<file path="src/rtl/zigbee_ppdu_framer.sv">
// Zigbee PPDU framer: serialises preamble, SFD, PHR and PSDU bytes into 4-bit symbols for a
// downstream FIFO, low nibble first, stalling on FIFO full or an empty payload buffer.
module zigbee_ppdu_framer #(
   parameter int unsigned PREAMBLE_SYMS = 8,
   parameter logic [7:0]  SFD_BYTE      = 8'hA7
) (
   input  logic       inClock,
   input  logic       inReset,
   input  logic       inStart,
   input  logic [6:0] inLength,
   input  logic       inAbort,
   input  logic [7:0] inByte,
   input  logic       inByteValid,
   output logic       outByteReady,
   input  logic       inFull,
   output logic [3:0] outData,
   output logic       outWriteEnable,
   output logic       outBusy,
   output logic       outDone,
   output logic       outError
);

   localparam int unsigned     PreW    = (PREAMBLE_SYMS > 1) ? $clog2(PREAMBLE_SYMS) : 1;
   localparam logic [PreW-1:0] PreLast = PreW'(PREAMBLE_SYMS - 1);

   typedef enum logic [2:0] {
      StIdle,
      StPreamble,
      StSfd,
      StPhr,
      StPayload,
      StDone
   } state_e;

   state_e          state_q;
   logic [6:0]      len_q;
   logic [6:0]      byte_cnt_q;
   logic            nib_sel_q;
   logic [PreW-1:0] pre_cnt_q;
   logic [7:0]      buf_q;
   logic            buf_valid_q;
   logic            error_q;

   logic            pending;
   logic [3:0]      nibble;
   logic            wr;
   logic            byte_take;

   always_comb begin
      pending = 1'b0;
      nibble  = 4'h0;
      case (state_q)
         StPreamble: pending = 1'b1;
         StSfd: begin
            pending = 1'b1;
            nibble  = nib_sel_q ? SFD_BYTE[7:4] : SFD_BYTE[3:0];
         end
         StPhr: begin
            pending = 1'b1;
            nibble  = nib_sel_q ? {1'b0, len_q[6:4]} : len_q[3:0];
         end
         StPayload: begin
            // An empty buffer is a gap: nothing pending, nibble stays put.
            pending = buf_valid_q;
            nibble  = nib_sel_q ? buf_q[7:4] : buf_q[3:0];
         end
         default: ;
      endcase
   end

   assign wr             = pending & ~inFull;
   assign byte_take      = inByteValid & outByteReady;
   assign outData        = nibble;
   assign outWriteEnable = wr;
   assign outByteReady   = (state_q == StPayload) & ~buf_valid_q;
   assign outBusy        = (state_q != StIdle);
   assign outDone        = (state_q == StDone);
   assign outError       = error_q;

   always_ff @(posedge inClock or negedge inReset) begin
      if (!inReset) begin
         state_q     <= StIdle;
         len_q       <= 7'd0;
         byte_cnt_q  <= 7'd0;
         nib_sel_q   <= 1'b0;
         pre_cnt_q   <= '0;
         buf_q       <= 8'h00;
         buf_valid_q <= 1'b0;
         error_q     <= 1'b0;
      end else begin
         error_q <= 1'b0;
         if ((state_q != StIdle) && inAbort) begin
            state_q     <= StIdle;
            buf_valid_q <= 1'b0;
            error_q     <= 1'b1;
         end else begin
            case (state_q)
               StIdle: begin
                  if (inStart) begin
                     len_q       <= inLength;
                     byte_cnt_q  <= 7'd0;
                     nib_sel_q   <= 1'b0;
                     pre_cnt_q   <= '0;
                     buf_valid_q <= 1'b0;
                     state_q     <= StPreamble;
                  end
               end
               StPreamble: begin
                  if (wr) begin
                     if (pre_cnt_q == PreLast) begin
                        pre_cnt_q <= '0;
                        state_q   <= StSfd;
                     end else begin
                        pre_cnt_q <= pre_cnt_q + PreW'(1);
                     end
                  end
               end
               StSfd: begin
                  if (wr) begin
                     nib_sel_q <= ~nib_sel_q;
                     if (nib_sel_q) state_q <= StPhr;
                  end
               end
               StPhr: begin
                  if (wr) begin
                     nib_sel_q <= ~nib_sel_q;
                     if (nib_sel_q) state_q <= (len_q != 7'd0) ? StPayload : StDone;
                  end
               end
               StPayload: begin
                  // byte_take and wr are exclusive: one needs the buffer empty, the other full.
                  if (byte_take) begin
                     buf_q       <= inByte;
                     buf_valid_q <= 1'b1;
                  end
                  if (wr) begin
                     nib_sel_q <= ~nib_sel_q;
                     if (nib_sel_q) begin
                        buf_valid_q <= 1'b0;
                        byte_cnt_q  <= byte_cnt_q + 7'd1;
                        if (byte_cnt_q == len_q - 7'd1) state_q <= StDone;
                     end
                  end
               end
               StDone: state_q <= StIdle;
               default: state_q <= StIdle;
            endcase
         end
      end
   end

endmodule

</file>
<file path="config.mk">
export PLATFORM = sky130hd
export DESIGN_NAME = zigbee_ppdu_framer
export DESIGN_NICKNAME = d
export VERILOG_FILES = /design/src/rtl/zigbee_ppdu_framer.sv
export SDC_FILE = /design/constraint.sdc
export NUM_CORES = 1
export LEC_CHECK = 0
export ABC_AREA = 1
export CAP_MARGIN = 20
export CORE_ASPECT_RATIO = 0.6
export CORE_MARGIN = 10
export CORE_UTILIZATION = 58
export DETAILED_ROUTE_END_ITERATION = 10
export PLACE_DENSITY = 0.85
export SKIP_CTS_REPAIR_TIMING = 1
export SLEW_MARGIN = 10
export SYNTH_ARGS = -nofsm -noshare
export SYNTH_HDL_FRONTEND = slang
export SYNTH_SLANG_ARGS = --single-unit
</file>
<file path="constraint.sdc">
create_clock -name inClock -period 2.9 [get_ports inClock]
set_input_delay 0.58 -clock inClock [delete_from_list [all_inputs] [get_ports inClock]]
set_output_delay 0.58 -clock inClock [all_outputs]
set_load 0.02 [all_outputs]
</file>
* After elaboration in Yosys (flattened, before gate mapping)
Cells that the tools add are included.
Storage, ports and cells: bits in registers 31, latch bits 0, RAM bits 0, bits in read-only memories 0, bits of input ports 21, output and inout port bits 9, logic and storage cells 92, memories kept 0
Cells by class: add/subtract/negate cells 3, multipliers 0, div/mod/pow operators 0, $lt $le $gt $ge 0, equal/unequal tests 22, shift operators 0, muxes and demuxes 35, bitwise gates (word level) 7, reductions and logical operators 17
Operators by type and width (count):
- two-way mux 3 bit | 14
- two-way mux 7 bit | 3
- != test 3 bit, second input constant | 7
- one-hot mux 3 bit (5 select lines) | 1
- one-hot mux 7 bit (2 select lines) | 1
- two-way mux 4 bit | 3
- one-hot mux 4 bit (3 select lines) | 1
- AND reduction 10 bit | 1
- == test 3 bit, second input constant | 3
- two-way mux 1 bit | 8
- != test 2 bit, second input constant | 4
- AND reduction 4 bit | 2
- adder 7 x 1 -> 7 bit, second input constant | 1
- == test 7 bit | 1
- nonzero test 7 bit | 1
- subtractor 7 x 1 -> 7 bit, second input constant | 1
- == test 3 x 2 -> 1 bit, second input constant | 2
- != test 3 x 2 -> 1 bit, second input constant | 2
- one-hot mux 1 bit (2 select lines) | 3
- one-hot mux 3 bit (2 select lines) | 1
- AND reduction 3 bit | 2
- nonzero test 2 bit | 3
- nonzero test 3 bit | 2
- OR reduction 3 bit | 2
- 10 further kinds | 15

* Depth between registers and ports, before layout
depth after elaboration 8, gate-level depth with buffers 14, depth with buffers taken out 14

* Worst setup path after synthesis
No wires, ideal clock.
kind register to output, start point reg nib_sel_q, end point out outData[3], data arrival time 1286 ps, required time 2320 ps, path slack 1034 ps, cell stages (with the launch flop) 5, buffers on the path 2, path through dfrtp_1 clkbuf_1 inv_1 clkbuf_1 o221ai_1
On the way: word-level cells in the longest chain between the ends 2, elaborated cells between the ends (all ways) 4, classes of those cells 4 x mux
Ends and longest elaborated chain:
- from (decl) | RTL line 38 | logic nib_sel_q;
- from (signal assigned) | RTL line 120 | nib_sel_q <= ~nib_sel_q;
- from (signal assigned) | RTL line 126 | nib_sel_q <= ~nib_sel_q;
- from (signal assigned) | RTL line 137 | nib_sel_q <= ~nib_sel_q;
- two-way mux 4 bit, on equally long branches | RTL line 65, 56, 60
- one-hot mux 4 bit (3 select lines) * | RTL line 52 | case (state_q)
- to (decl) | RTL line 16 | output logic [3:0] outData,
Mark *: on every way between the ends. The rest lies on a longest branch, timed or not.

* Final worst setup path
start point reg state_q[1], end point out outData[3]
On the way: word-level cells in the longest chain between the ends 2, elaborated cells between the ends (all ways) 4, classes of those cells 3 x eq/ne; 1 x mux
Ends and longest elaborated chain:
- from (decl) | RTL line 35 | state_e state_q;
- from (signal assigned) | RTL line 82 | state_q <= StIdle;
- from (signal assigned) | RTL line 93 | state_q <= StIdle;
- from (signal assigned) | RTL line 105 | state_q <= StPreamble;
- == test 3 bit / == test 3 x 2 -> 1 bit (equally long branches) | RTL line 52
- one-hot mux 4 bit (3 select lines) * | RTL line 52
Marked as above.

==> flow_summary.yaml <==
yosys:
  syn_area_mm2: 0.00199
  syn_inst: 260
  synth.distinct_cells: 36
  synth_top_cell_by_area: "dfrtp_1"
  synth_edf_count: 0
  synthFlopType: "dfrtp_1"
  syn_avg_cell_area_um2: 7.65
  ys_warn_count: 0
  async_reset_ff_frac: 1.00
  synth_area_leaders: "dfrtp_1 (39%), nand2_1 (12%), inv_1 (6.4%), nand3_1 (5.0%), nor2_1 (4.7%)"
  ys_ff_latch: 31
  synth_nets: 285
  seq_area_frac_synth: 0.390
  yosysTopAreaCellShare: 0.390
floorplanning:
  dieWidth_um: 95.6
  initial_core_util: 0.606
  ioPinCount: 30
  dieHeight_um: 65.4
  rows: 16
  die_area_mm2: 0.00625
  core_area_mm2: 0.00328
drt:
  postRouteWirelength_um: 4830
  drt_iter0_drc: 124
  vias_per_cell: 5.37
  ant_nets: 0
  dr_total_vias: 1814
  drc: 0
  dr.pass1.iters: 5
  routedWlPerCell_um: 14.3
critical_path:
  cpMostUsedCell: "inv_1"
  cp_max_fo: 4
  crit_start: "state_q[1]"
  cp-start-kind: "flop"
  critPathKind: "reg2out"
  cp_slowest_stage_delay_ns: 0.64
  required_ns: 2.32
  path_delay_family: "buffers and inverters"
  cp_slowest_cell: "clkdlybuf4s50_1"
  crit_arrival_ns: 2.18
  cp-end-kind: "primary output"
  crit_chain: "inv_1 > nor2_1 > inv_1 > nor2_1 > inv_1 > o221ai_1 > clkdlybuf4s50_1"
  cp.buffers_inverters: 4
  r2r_start: "state_q[2]"
cts:
  cts_htree_levels: 2
  cts_tree: "yes"
  clkSlewWorstSetupHoldPaths_ns: 0.07
  cts_made_buffers: 5
  cts-root-buf: "clkbuf_8"
  worstSkewPairLatency_ns: 0.28
  cts_max_path_buffers: 2
  clock-sinks: 31
cells_and_area:
  layout-drive-gt1-share: 0.143
  finalNetCount: 317
  syn_to_final_growth_pct: 22.0
  fillerInstances: 268
  final_cell_area_mm2: 0.00242
  num_antenna_cells: 0
  fin_cells: 338
power_and_ir_drop:
  vdd_drop_max_v: 0.000634
  intPower_uw: 1280
  p_per_area_mw_per_mm2: 947
  swShare: 0.444
  p_switching_uw: 1020
  pwr-share-clk: 0.194
  p_leak_uw: 0.00120
  seq_power_share: 0.307
  p_comb_frac: 0.499
placement:
  portBuffers: 29
  dp.cells: 330
  place_area_mm2: 0.00231
  dpl.hpwl_um: 3610
  finalWeightedCongestion: 0.889
sta:
  period_minus_slack_ns: 2.76
  fin_tns_setup_ns: 0
  finalHoldViolations: 0
  period_share: 0.953
  worst_pin_slew_ns: 0.456
  clock_skew_ns: 0.00177
  finalSetupViolCount: 0
  rsz0062_at_grt: "false"
  clock.fmax_mhz: 362
  slew_viol_final: 0
  slew_headroom: 0.694
outcome:
  status: "finished, final reports clean"
grt:
  antenna_found_initial: 0
  grt_pass1_wl_um: 7770
  grt_overflow_total: 0
  grt_max_degree: 32
  grt_usage: 0.157
  grt_pass1_vias: 1576
run:
  drv_cap: 0
worst_hold_path:
  worstHoldPathType: "reg2reg"
  hp-start: "buf_q[6]"
## registers in the layout, indices dropped and copies added (netlist names)
register,count
state_q,3
outError,1
nib_sel_q,1
buf_q,8
pre_cnt_q,3
byte_cnt_q,7
len_q,7
buf_valid_q,1
## placed cells by master (no fill, tap or decap), types with 6 or more instances in the layout
cell type and count:
nand2_1 65, inv_1 34, dfrtp_1 31, clkdlybuf4s50_1 29, nor2_1 25, nand3_1 20
a21oi_1 13, o21ai_0 10, mux2_2 8, nand2_2 6, clkbuf_8 6
## final timing paths
kind | endpoint | slack (ns) | cells after the start
max in group asynchronous | byte_cnt_q[1] | 1.93 | 2
hold reg to reg | buf_q[6] | 0.51 | 1
min in group asynchronous | byte_cnt_q[3] | 0.68 | 2
hold / removal | buf_q[6] | 0.51 | 1
setup / recovery | outData[3] | 0.14 | 7
setup reg to reg | byte_cnt_q[2] | 1.08 | 8
## worst reg2reg max path, cell delays in order (launching register included)
cell      delay [ns]
dfrtp_1         0.47
inv_1           0.21
nand3_2         0.34
nand2_1         0.23
nand3_4         0.15
clkinv_2        0.13
nand3_2         0.06
nand2_1         0.08
nor2_2          0.04
## stage by stage
stage | utilization | power [µW] | setup WS, ns | hold WS [ns]
after detailed placement | 0.703 | 1840 | 0.460 | 0.496
after CTS | 0.739 | 2300 | 0.156 | 0.512
after global routing | 0.739 | 2470 | 0.00145 | 0.527
final | 0.739 | 2300 | 0.135 | 0.506
after floorplan | - | 1520 | 1.03 | 0.284
after global placement | 0.703 | 1810 | 0.503 | 0.481
## Yosys cell counts, types with 2 or more instances
cell	count
nor3_1	4
nor2_2	3
nor2_1	25
dfrtp_1	31
o221ai_1	2
buf_6	2
nand2_1	65
inv_1	34
a21oi_1	13
o31ai_1	2
xnor2_1	2
ha_1	4
nand4_1	3
nand3_2	4
o21ai_0	10
mux2_2	8
nand3_1	20
xor2_1	2
clkbuf_1	2
o21ai_2	3
nand2_2	6
## cells by family after synthesis
group / after synthesis / synth area share
DFF: 31 / 0.390
AOI/OAI and AO/OA: 35 / 0.110
and+or+nand+nor: 136 / 0.321
adders and majority gates: 4 / 0.0252
buffers and inverters: 41 / 0.0862
xor gates and xnor gates: 4 / 0.0176
muxes: 9 / 0.0503
## per-layer routing
layer  up-vias  routed length [µm]  global-route usage  share of wire
met5         -                   0                   0              0
met4         0                  38              0.0421         0.0079
met3         6                 415              0.0601          0.086
met2        76                1930               0.204           0.40
met1       821                2450               0.232           0.51
li1        911                   -                   -              -
## power by group through the flow
stage	combinational, µW	clock [µW]	sequential [µW]
after floorplan	854	0	663
after global routing	1260	478	728
after detailed placement	1130	0	710
after global placement	1100	0	705
final	1150	446	706
after CTS	1140	450	705
## final cells by class
type,instances,area (µm²),area share
Timing Repair Buffer,30,298,0.123
Clock buffer,6,82.6,0.0341
Tap cell,45,56.3,0.0232
Multi-Input combinational cell,188,1040,0.429
Inverter,36,136,0.0562
Clock inverter,2,35.0,0.0144
Sequential cell,31,776,0.320
No activity file was read; power rests on OpenSTA's default activity.
